`src/rtl/arc4_stream_engine.sv`:
```
// ARC4 decrypt engine: length-prefixed ciphertext in, length-prefixed plaintext out.
// The S array sits in an external single-port memory with S_RD_LAT cycles of read latency.
//
// state  | meaning
// IDLE   | waiting for start, rdy=1
// INIT   | S[n]=n for n=0..255
// KR_I   | KSA: present i, wait for S[i]
// KR_J   | KSA: take si, advance j, present j, wait for S[j]
// KW_I   | KSA: S[i]=sj
// KW_J   | KSA: S[j]=si, advance i and key index
// P_LEN  | take length byte L
// P_LOUT | emit L
// P_IN   | take ciphertext byte, i=i+1
// P_RI   | PRGA: present i, wait
// P_RJ   | PRGA: take si, advance j, present j, wait
// P_WI   | PRGA: S[i]=sj
// P_WJ   | PRGA: S[j]=si
// P_RP   | PRGA: present si+sj, wait
// P_KS   | latch plaintext byte, update printable flag
// P_OUT  | emit plaintext byte
// DRAIN  | discard remaining ciphertext after an early abort
// DONE   | res_valid pulse
module arc4_stream_engine #(
   parameter int         KEY_BYTES   = 3,
   parameter int         S_RD_LAT    = 1,
   parameter logic [7:0] PRINT_LO    = 8'h20,
   parameter logic [7:0] PRINT_HI    = 8'h7E,
   parameter bit         EARLY_ABORT = 1'b0
) (
   input  logic                   clk,
   input  logic                   rst,
   input  logic                   start,
   output logic                   rdy,
   input  logic [8*KEY_BYTES-1:0] key,
   output logic [7:0]             s_addr,
   output logic [7:0]             s_wrdata,
   output logic                   s_wren,
   input  logic [7:0]             s_rddata,
   input  logic                   in_valid,
   output logic                   in_ready,
   input  logic [7:0]             in_data,
   output logic                   out_valid,
   input  logic                   out_ready,
   output logic [7:0]             out_data,
   output logic                   res_valid,
   output logic                   printable
);

   localparam int              KW     = (KEY_BYTES > 1) ? $clog2(KEY_BYTES) : 1;
   localparam logic [1:0]      LAST_W = 2'(S_RD_LAT - 1);
   localparam logic [KW-1:0]   LAST_K = KW'(KEY_BYTES - 1);

   typedef enum logic [4:0] {
      IDLE, INIT, KR_I, KR_J, KW_I, KW_J,
      P_LEN, P_LOUT, P_IN, P_RI, P_RJ, P_WI, P_WJ, P_RP, P_KS, P_OUT,
      DRAIN, DONE
   } state_t;

   state_t                 state, state_nxt;
   logic [8*KEY_BYTES-1:0] key_r;
   logic [7:0]             i_r, j_r, si_r, sj_r, ct_r, rem_r, dout_r;
   logic [KW-1:0]          kidx_r;
   logic [1:0]             wcnt_r;
   logic                   prt_r;

   logic [7:0] key_byte, j_nxt, pt;
   logic       is_wait, wait_done, first_cyc, byte_ok;
   logic [7:0] addr_c, wdata_c;
   logic       wren_c, in_rdy_c, out_vld_c, res_c;

   always_comb begin
      key_byte = 8'h00;
      for (int b = 0; b < KEY_BYTES; b++)
         if (kidx_r == KW'(b)) key_byte = key_r[8*(KEY_BYTES-1-b) +: 8];
   end

   // KSA adds the key byte to j; PRGA does not
   assign j_nxt     = j_r + s_rddata + ((state == KR_J) ? key_byte : 8'h00);
   assign pt        = ct_r ^ s_rddata;
   assign byte_ok   = (pt >= PRINT_LO) && (pt <= PRINT_HI);
   assign is_wait   = (state == KR_I) || (state == KR_J) || (state == P_RI) ||
                      (state == P_RJ) || (state == P_RP);
   assign wait_done = (wcnt_r == LAST_W);
   assign first_cyc = (wcnt_r == 2'd0);

   always_ff @(posedge clk) begin
      if (rst) state <= IDLE;
      else     state <= state_nxt;
   end

   always_comb begin
      state_nxt = state;
      addr_c    = 8'h00;
      wdata_c   = 8'h00;
      wren_c    = 1'b0;
      in_rdy_c  = 1'b0;
      out_vld_c = 1'b0;
      res_c     = 1'b0;
      case (state)
         IDLE:   if (start) state_nxt = INIT;
         INIT: begin
            wren_c  = 1'b1;
            addr_c  = i_r;
            wdata_c = i_r;
            if (i_r == 8'hFF) state_nxt = KR_I;
         end
         KR_I, P_RI: begin
            addr_c = i_r;
            if (wait_done) state_nxt = (state == KR_I) ? KR_J : P_RJ;
         end
         KR_J, P_RJ: begin
            addr_c = first_cyc ? j_nxt : j_r;
            if (wait_done) state_nxt = (state == KR_J) ? KW_I : P_WI;
         end
         KW_I, P_WI: begin
            wren_c    = 1'b1;
            addr_c    = i_r;
            wdata_c   = s_rddata;
            state_nxt = (state == KW_I) ? KW_J : P_WJ;
         end
         KW_J: begin
            wren_c  = 1'b1;
            addr_c  = j_r;
            wdata_c = si_r;
            state_nxt = (i_r == 8'hFF) ? P_LEN : KR_I;
         end
         P_LEN: begin
            in_rdy_c = 1'b1;
            if (in_valid) state_nxt = P_LOUT;
         end
         P_LOUT: begin
            out_vld_c = 1'b1;
            if (out_ready) state_nxt = (rem_r == 8'd0) ? DONE : P_IN;
         end
         P_IN: begin
            in_rdy_c = 1'b1;
            if (in_valid) state_nxt = P_RI;
         end
         P_WJ: begin
            wren_c    = 1'b1;
            addr_c    = j_r;
            wdata_c   = si_r;
            state_nxt = P_RP;
         end
         P_RP: begin
            addr_c = si_r + sj_r;
            if (wait_done) state_nxt = P_KS;
         end
         P_KS:   state_nxt = P_OUT;
         P_OUT: begin
            out_vld_c = 1'b1;
            if (out_ready) begin
               if (rem_r == 8'd1)              state_nxt = DONE;
               else if (EARLY_ABORT && !prt_r) state_nxt = DRAIN;
               else                            state_nxt = P_IN;
            end
         end
         DRAIN: begin
            in_rdy_c = 1'b1;
            if (in_valid && rem_r == 8'd1) state_nxt = DONE;
         end
         DONE: begin
            res_c     = 1'b1;
            state_nxt = IDLE;
         end
         default: state_nxt = IDLE;
      endcase
   end

   // Gate on rst so that no write or handshake escapes during the reset cycle itself
   assign rdy       = rst | (state == IDLE);
   assign s_addr    = rst ? 8'h00 : addr_c;
   assign s_wrdata  = rst ? 8'h00 : wdata_c;
   assign s_wren    = wren_c & ~rst;
   assign in_ready  = in_rdy_c & ~rst;
   assign out_valid = out_vld_c & ~rst;
   assign res_valid = res_c & ~rst;
   assign printable = res_valid & prt_r;
   assign out_data  = dout_r;

   always_ff @(posedge clk) begin
      if (rst) begin
         key_r  <= '0;
         i_r    <= 8'h00;
         j_r    <= 8'h00;
         si_r   <= 8'h00;
         sj_r   <= 8'h00;
         ct_r   <= 8'h00;
         rem_r  <= 8'h00;
         dout_r <= 8'h00;
         kidx_r <= '0;
         wcnt_r <= 2'd0;
         prt_r  <= 1'b0;
      end else begin
         wcnt_r <= (is_wait && !wait_done) ? wcnt_r + 2'd1 : 2'd0;
         case (state)
            IDLE: if (start) begin
               key_r  <= key;
               i_r    <= 8'h00;
               j_r    <= 8'h00;
               kidx_r <= '0;
               prt_r  <= 1'b1;
            end
            INIT: i_r <= i_r + 8'd1;
            KR_J, P_RJ: if (first_cyc) begin
               si_r <= s_rddata;
               j_r  <= j_nxt;
            end
            KW_I, P_WI: sj_r <= s_rddata;
            KW_J: begin
               // i wraps to 0 on the last KSA step; j is cleared for the PRGA
               i_r    <= i_r + 8'd1;
               kidx_r <= (kidx_r == LAST_K) ? '0 : kidx_r + 1'b1;
               if (i_r == 8'hFF) j_r <= 8'h00;
            end
            P_LEN: if (in_valid) begin
               rem_r  <= in_data;
               dout_r <= in_data;
            end
            P_IN: if (in_valid) begin
               ct_r <= in_data;
               i_r  <= i_r + 8'd1;
            end
            P_KS: begin
               dout_r <= pt;
               if (!byte_ok) prt_r <= 1'b0;
            end
            P_OUT: if (out_ready) rem_r <= rem_r - 8'd1;
            DRAIN: if (in_valid)  rem_r <= rem_r - 8'd1;
            default: ;
         endcase
      end
   end

endmodule

```
`config.mk`:
```
export PLATFORM = sky130hd
export DESIGN_NAME = arc4_stream_engine
export DESIGN_NICKNAME = d
export VERILOG_FILES = /design/src/rtl/arc4_stream_engine.sv
export SDC_FILE = /design/constraint.sdc
export NUM_CORES = 1
export LEC_CHECK = 0
export ABC_AREA = 1
export BUFFER_PORTS_ARGS = -buffer_cell sky130_fd_sc_hd__buf_4
export CORE_ASPECT_RATIO = 1.4
export CORE_MARGIN = 10
export CORE_UTILIZATION = 53
export CTS_BUF_LIST = sky130_fd_sc_hd__clkbuf_4 sky130_fd_sc_hd__clkbuf_8 sky130_fd_sc_hd__clkbuf_16
export CTS_CLUSTER_SIZE = 10
export DETAILED_ROUTE_END_ITERATION = 7
export GPL_ROUTABILITY_DRIVEN = 0
export HOLD_SLACK_MARGIN = 0.03
export PLACE_DENSITY = 0.73
export SETUP_SLACK_MARGIN = 0.2
export SYNTH_ARGS = -nofsm -noshare
export SYNTH_HDL_FRONTEND = slang
export SYNTH_SLANG_ARGS = --single-unit
```
`constraint.sdc`:
```
create_clock -name clk -period 7.1 [get_ports clk]
set_clock_uncertainty 0.1 [all_clocks]
set_input_delay 0.355 -clock clk [delete_from_list [all_inputs] [get_ports clk]]
set_output_delay 0.355 -clock clk [all_outputs]
set_load 0.02 [all_outputs]
```
# Yosys cells after proc, flatten, opt, wreduce, memory -nomap -nowiden
# Index checks and enable logic that the tools add are counted.
# word_totals
reg_bits	90
latch_bits	0
ram_bits	0
rom_bits	0
out_inout_bits	30
elab_cells	148
n_memories	0
# op_classes
addsub	7
mul	0
div	0
order_cmp	2
eq_ne	34
n_shift	0
muxes	46
n_bitwise	9
reduce_logical	38
# ops
op	n
8-bit two-way mux	13
8-bit one-hot mux with 3 select lines	4
5-bit one-hot mux with 14 select lines	1
5-bit two-way mux	12
5-bit by 4-bit == test with 1-bit output (second input constant)	8
8-bit one-hot mux with 4 select lines	1
2-bit != test (second input constant)	13
8-bit adder	3
5-bit by 3-bit == test with 1-bit output (second input constant)	4
8-bit one-hot mux with 2 select lines	1
2-bit OR reduction	7
4-bit two-way mux	3
5-bit by 2-bit == test with 1-bit output (second input constant)	2
5-bit == test (second input constant)	2
10-bit AND reduction	1
2-bit AND reduction	5
5-bit OR reduction	2
3-bit AND reduction	3
3-bit nonzero test	3
8-bit by 1-bit adder with 8-bit output (second input constant)	1
8-bit by 1-bit == test with 1-bit output (second input constant)	1
8-bit == test (second input constant)	1
8-bit by 6-bit >= comparator with 1-bit output (second input constant)	1
8-bit by 7-bit less-or-equal comparator with 1-bit output (second input constant)	1
23 further kinds	43

# Depth between registers and ports, before layout
# logic_depth
ltp_word	9
depth_mapped	19
depth_no_buf	19

# Worst setup path after synthesis
# OpenSTA, ideal clock, no wires.
# synth_timing
kind	reg2out
start	register state[1]
end	output s_addr[5]
t_arrival_ns	2.819
slack_ns	3.826
stages_incl_launch_ff	15
path_cell_list	dfxtp_1 nand2_2 nor2_4 nand2_1 inv_1 fa_1 ha_1 fa_1 nand3_1 nand3_1 or2_2 nand3_1 nand3_1 nor2_1 nor2_1
# synth_between
elab_chain_cells	6
elab_cells_between_ends	18
cone_classes	1 x add/sub; 10 x eq/ne; 4 x mux; 3 x reduce/logical
# synth_lines
element	line_no	source
start: declaration	59	state_t state, state_nxt;
start signal: assignment	88	else state <= state_nxt;
5-bit by 2-bit == test with 1-bit output	78, 99	
8-bit two-way mux	78	assign j_nxt = j_r + s_rddata + ((state == KR_J) ? key_byte : 8'h00);
8-bit adder	78	
8-bit two-way mux	-	
8-bit one-hot mux with 4 select lines *	99	case (state)
8-bit two-way mux *	172	assign s_addr = rst ? 8'h00 : addr_c;
end: declaration	35	output logic [7:0] s_addr,
# Mark *: on every way between the ends. The rest lies on a longest branch, timed or not.

# Worst setup path after layout
# layout_timing
start	register kidx_r[0]
end	output s_addr[5]
# layout_between
elab_chain_cells	9
elab_cells_between_ends	11
cone_classes	1 x add/sub; 2 x eq/ne; 7 x mux; 1 x reduce/logical
# layout_lines
element	line_no	source
start: declaration	62	logic [KW-1:0] kidx_r;
start signal: assignment	213	kidx_r <= (kidx_r == LAST_K) ? '0 : kidx_r + 1'b1;
2-bit zero test	74	if (kidx_r == KW'(b)) key_byte = key_r[8*(KEY_BYTES-1-b) +: 8];
8-bit two-way mux (2 in a row)	74	
8-bit two-way mux *	74	
8-bit two-way mux *	78	
8-bit adder *	78	
8-bit two-way mux *	-	
8-bit one-hot mux with 4 select lines *	99	
8-bit two-way mux *	172	
# Marks and branches as above.

==> flow_metrics.tcl <==
set metrics [dict create \
    status "finished clean" \
    io-pin-count 75 \
    setup_ws_ns 3.01 \
    hold_start "key[21]" \
    post-place-ws_ns 3.41 \
    fp.dieW_um 108 \
    dpl.cell_count 1070 \
    ys_seq_area_frac 0.313 \
    rr_worst_depth 16 \
    num_rows 45 \
    rsz0062_at_grt "false" \
    fmax_mhz 244 \
    relSlewSlack 0.534 \
    ir_drop_mv 0.188 \
    ys_seq_elements 90 \
    vias 5895 \
    fin_cells 1086 \
    cellPowerDensity_mw_per_mm2 265 \
    tightest_slew_ns 0.698 \
    period_share 0.577 \
    crit_arrival_ns 3.64 \
    clockRootBuffer "clkbuf_16" \
    start_util 0.536 \
    path_clk_slew_ns 0.07 \
    fillers 1054 \
    yosysWarnings 0 \
    synth_edf_count 0 \
    antenna_cells 0 \
    area_growth_pct 16.1 \
    drt-pass1-iter-count 5 \
    ys_types 45 \
    antenna_found_initial 0 \
    finalCriticalPeriod_ns 4.09 \
    r2r_slack_ns 3.90 \
    place_hpwl_mm 12.9 \
    post-cts-setup-buffers 0 \
    setup-violations-final 0 \
    whs_path_depth 3 \
    avgViaCountPerCell 5.43 \
    multi_input_area_mm2 0.00352 \
    cts_tree "done" \
    postCtsHoldBufs 0 \
    p_leak_nw 3.15 \
    die_h_um 143 \
    placement.io_buffers 74 \
    fin_util 0.622 \
    drt_iter0_drc 320 \
    finalMaxSlewViolations 0 \
    wl_per_cell_um 15.5 \
    cts_buffers 9 \
    core_area_mm2 0.0108 \
    cts_sinks 90 \
    postCtsResizedCells 0 \
    postSynth.asyncResetShare 0 \
    drv_cap 0 \
    die_area_mm2 0.0155 \
    r2r_start "kidx_r[0]$_SDFFE_PP0P_" \
    setup_tns_ns 0 \
    reg2reg_to "j_r[7]$_SDFFE_PP0P_" \
    antenna_left 0 \
    syn-num-nets 947 \
    dpl_cell_area_mm2 0.00641 \
    min_to "key_r[21]$_SDFFE_PP0P_" \
    drt-met1-wl_mm 7.00 \
    synth_area_mm2 0.00577 \
    overflow 0 \
    timing.hold.ws_ns 0.156 \
    hold_class "input port to register" \
    grt_max_degree 54 \
    fin_nets 1011 \
    synth_ff_type "dfxtp_1" \
    seq_area_mm2 0.00180 \
    critPathLaunchType "register" \
    fin_area_mm2 0.00669 \
    avgSynthCellArea_um2 6.58 \
    hold_viol 0 \
    crit_type "register to primary output" \
    grt_pass1_vias 5630 \
    critPathMaxFanout 8 \
    h-tree-depth 3 \
    met2_length_mm 8.25 \
    grt_usage 0.221 \
    cts.path.max_buffers 2 \
    top_layer "met4" \
    end_kind "primary output" \
    dr_wl_met3_um 886 \
    p_total_mw 1.77 \
    crit_required_ns 6.64 \
    synthCells 876 \
    routed_wl_mm 16.9 \
    grt_pass1_wl_mm 27.5 \
    worst_skew_pair.late_latency_ns 0.35 \
    drive_gt1_frac 0.156 \
    drcViolationCount 0 \
]
## worst max-delay path, stage by stage (launching register included)
cell,delay (ns)
dfxtp_1,0.38
inv_1,0.08
nor2_1,0.40
nand2_1,0.09
nand3_1,0.11
nand2_1,0.05
inv_1,0.07
fa_1,0.41
ha_1,0.25
fa_1,0.44
nand3_1,0.09
nand3_1,0.08
or2_2,0.27
nand3_1,0.10
nand3_1,0.10
nor2_1,0.12
nor2_1,0.05
buf_4,0.18
## power breakdown
group	internal [mW]	switching (mW)
Clock	0.243	0.219
Combinational	0.219	0.425
Sequential	0.588	0.0793
Total	1.05	0.724
## metal layers
layer  vias up  GRT usage
li1       2988          -
met5         -          0
met1      2670      0.256
met3        48     0.0399
met4         0      0.114
met2       189      0.375
## layout make-up
class,count,share of cell area
multi-input cells,670,0.525
flip-flops and latches,90,0.269
repair buffers,75,0.0841
inverters,94,0.0527
clock buffers,9,0.0337
well taps,141,0.0264
clock inverters,7,0.00860
## cells by family after synthesis
| logic type | Yosys count | synth area share |
|---|---|---|
| AOI/OAI and AO/OA | 157 | 0.154 |
| and+or+nand+nor | 474 | 0.368 |
| buffers and inverters | 116 | 0.0777 |
| DFF | 90 | 0.313 |
| adders and majority gates | 26 | 0.0681 |
| xor gates and xnor gates | 13 | 0.0197 |
## cell usage in the layout, fill, tap and decap left out, types with 2 or more instances in the layout
cell,count
nand2_1,229
nor2_1,118
dfxtp_1,90
inv_1,82
buf_4,75
a21oi_1,64
nand3_1,63
o21ai_0,57
ha_1,17
inv_2,12
nand4_1,12
nor2_4,10
nand2_2,10
a31oi_1,10
fa_1,9
clkbuf_16,9
nor2_2,8
o211ai_1,8
xor2_1,7
xnor2_1,6
o21ai_1,4
or2_2,4
nor3_1,4
inv_6,4
a22oi_1,3
and2_1,3
nor2_8,2
nand3b_1,2
nand3_2,2
o21ai_4,2
nand2_4,2
a211oi_1,2
clkinv_4,2
## sequential cells by signal, indices dropped and copies added, names as in the netlist
name and flops:
key_r 24, rem_r 8, i_r 8, sj_r 8, kidx_r 2, j_r 8, out_data 8, ct_r 8
state 5, prt_r 1, si_r 8, wcnt_r 2
## Yosys cell counts, types with 3 or more instances
cell type	number	area [um2]
a21oi_1	64	320
a22oi_1	3	22.5
a31oi_1	10	62.6
and2_1	3	18.8
buf_2	4	20.0
clkbuf_1	15	56.3
dfxtp_1	90	1800
fa_1	9	180
ha_1	17	213
inv_1	82	308
inv_2	12	45.0
nand2_1	229	860
nand2_2	10	62.6
nand3_1	63	315
nand4_1	12	75.1
nor2_1	118	443
nor2_2	8	50.1
nor2_4	10	113
nor3_1	4	20.0
o211ai_1	8	60.1
o21ai_0	57	285
o21ai_1	4	20.0
or2_2	4	25.0
xnor2_1	6	52.6
xor2_1	7	61.3
## worst max-delay path by stage
stage                                      start   endpoint  depth (start not counted)  slack, ns
after floorplan            state[1]$_SDFFE_PP0P_  s_addr[5]                         14       3.83
after global placement     state[2]$_SDFFE_PP0P_  s_addr[5]                         16       3.49
after detailed placement  kidx_r[0]$_SDFFE_PP0P_  s_addr[5]                         17       3.41
after CTS                 kidx_r[0]$_SDFFE_PP0P_  s_addr[5]                         17       3.02
after global routing      kidx_r[0]$_SDFFE_PP0P_  s_addr[5]                         17       2.73
final                     kidx_r[0]$_SDFFE_PP0P_  s_addr[5]                         17       3.01
No activity file was read; power rests on OpenSTA's default activity.
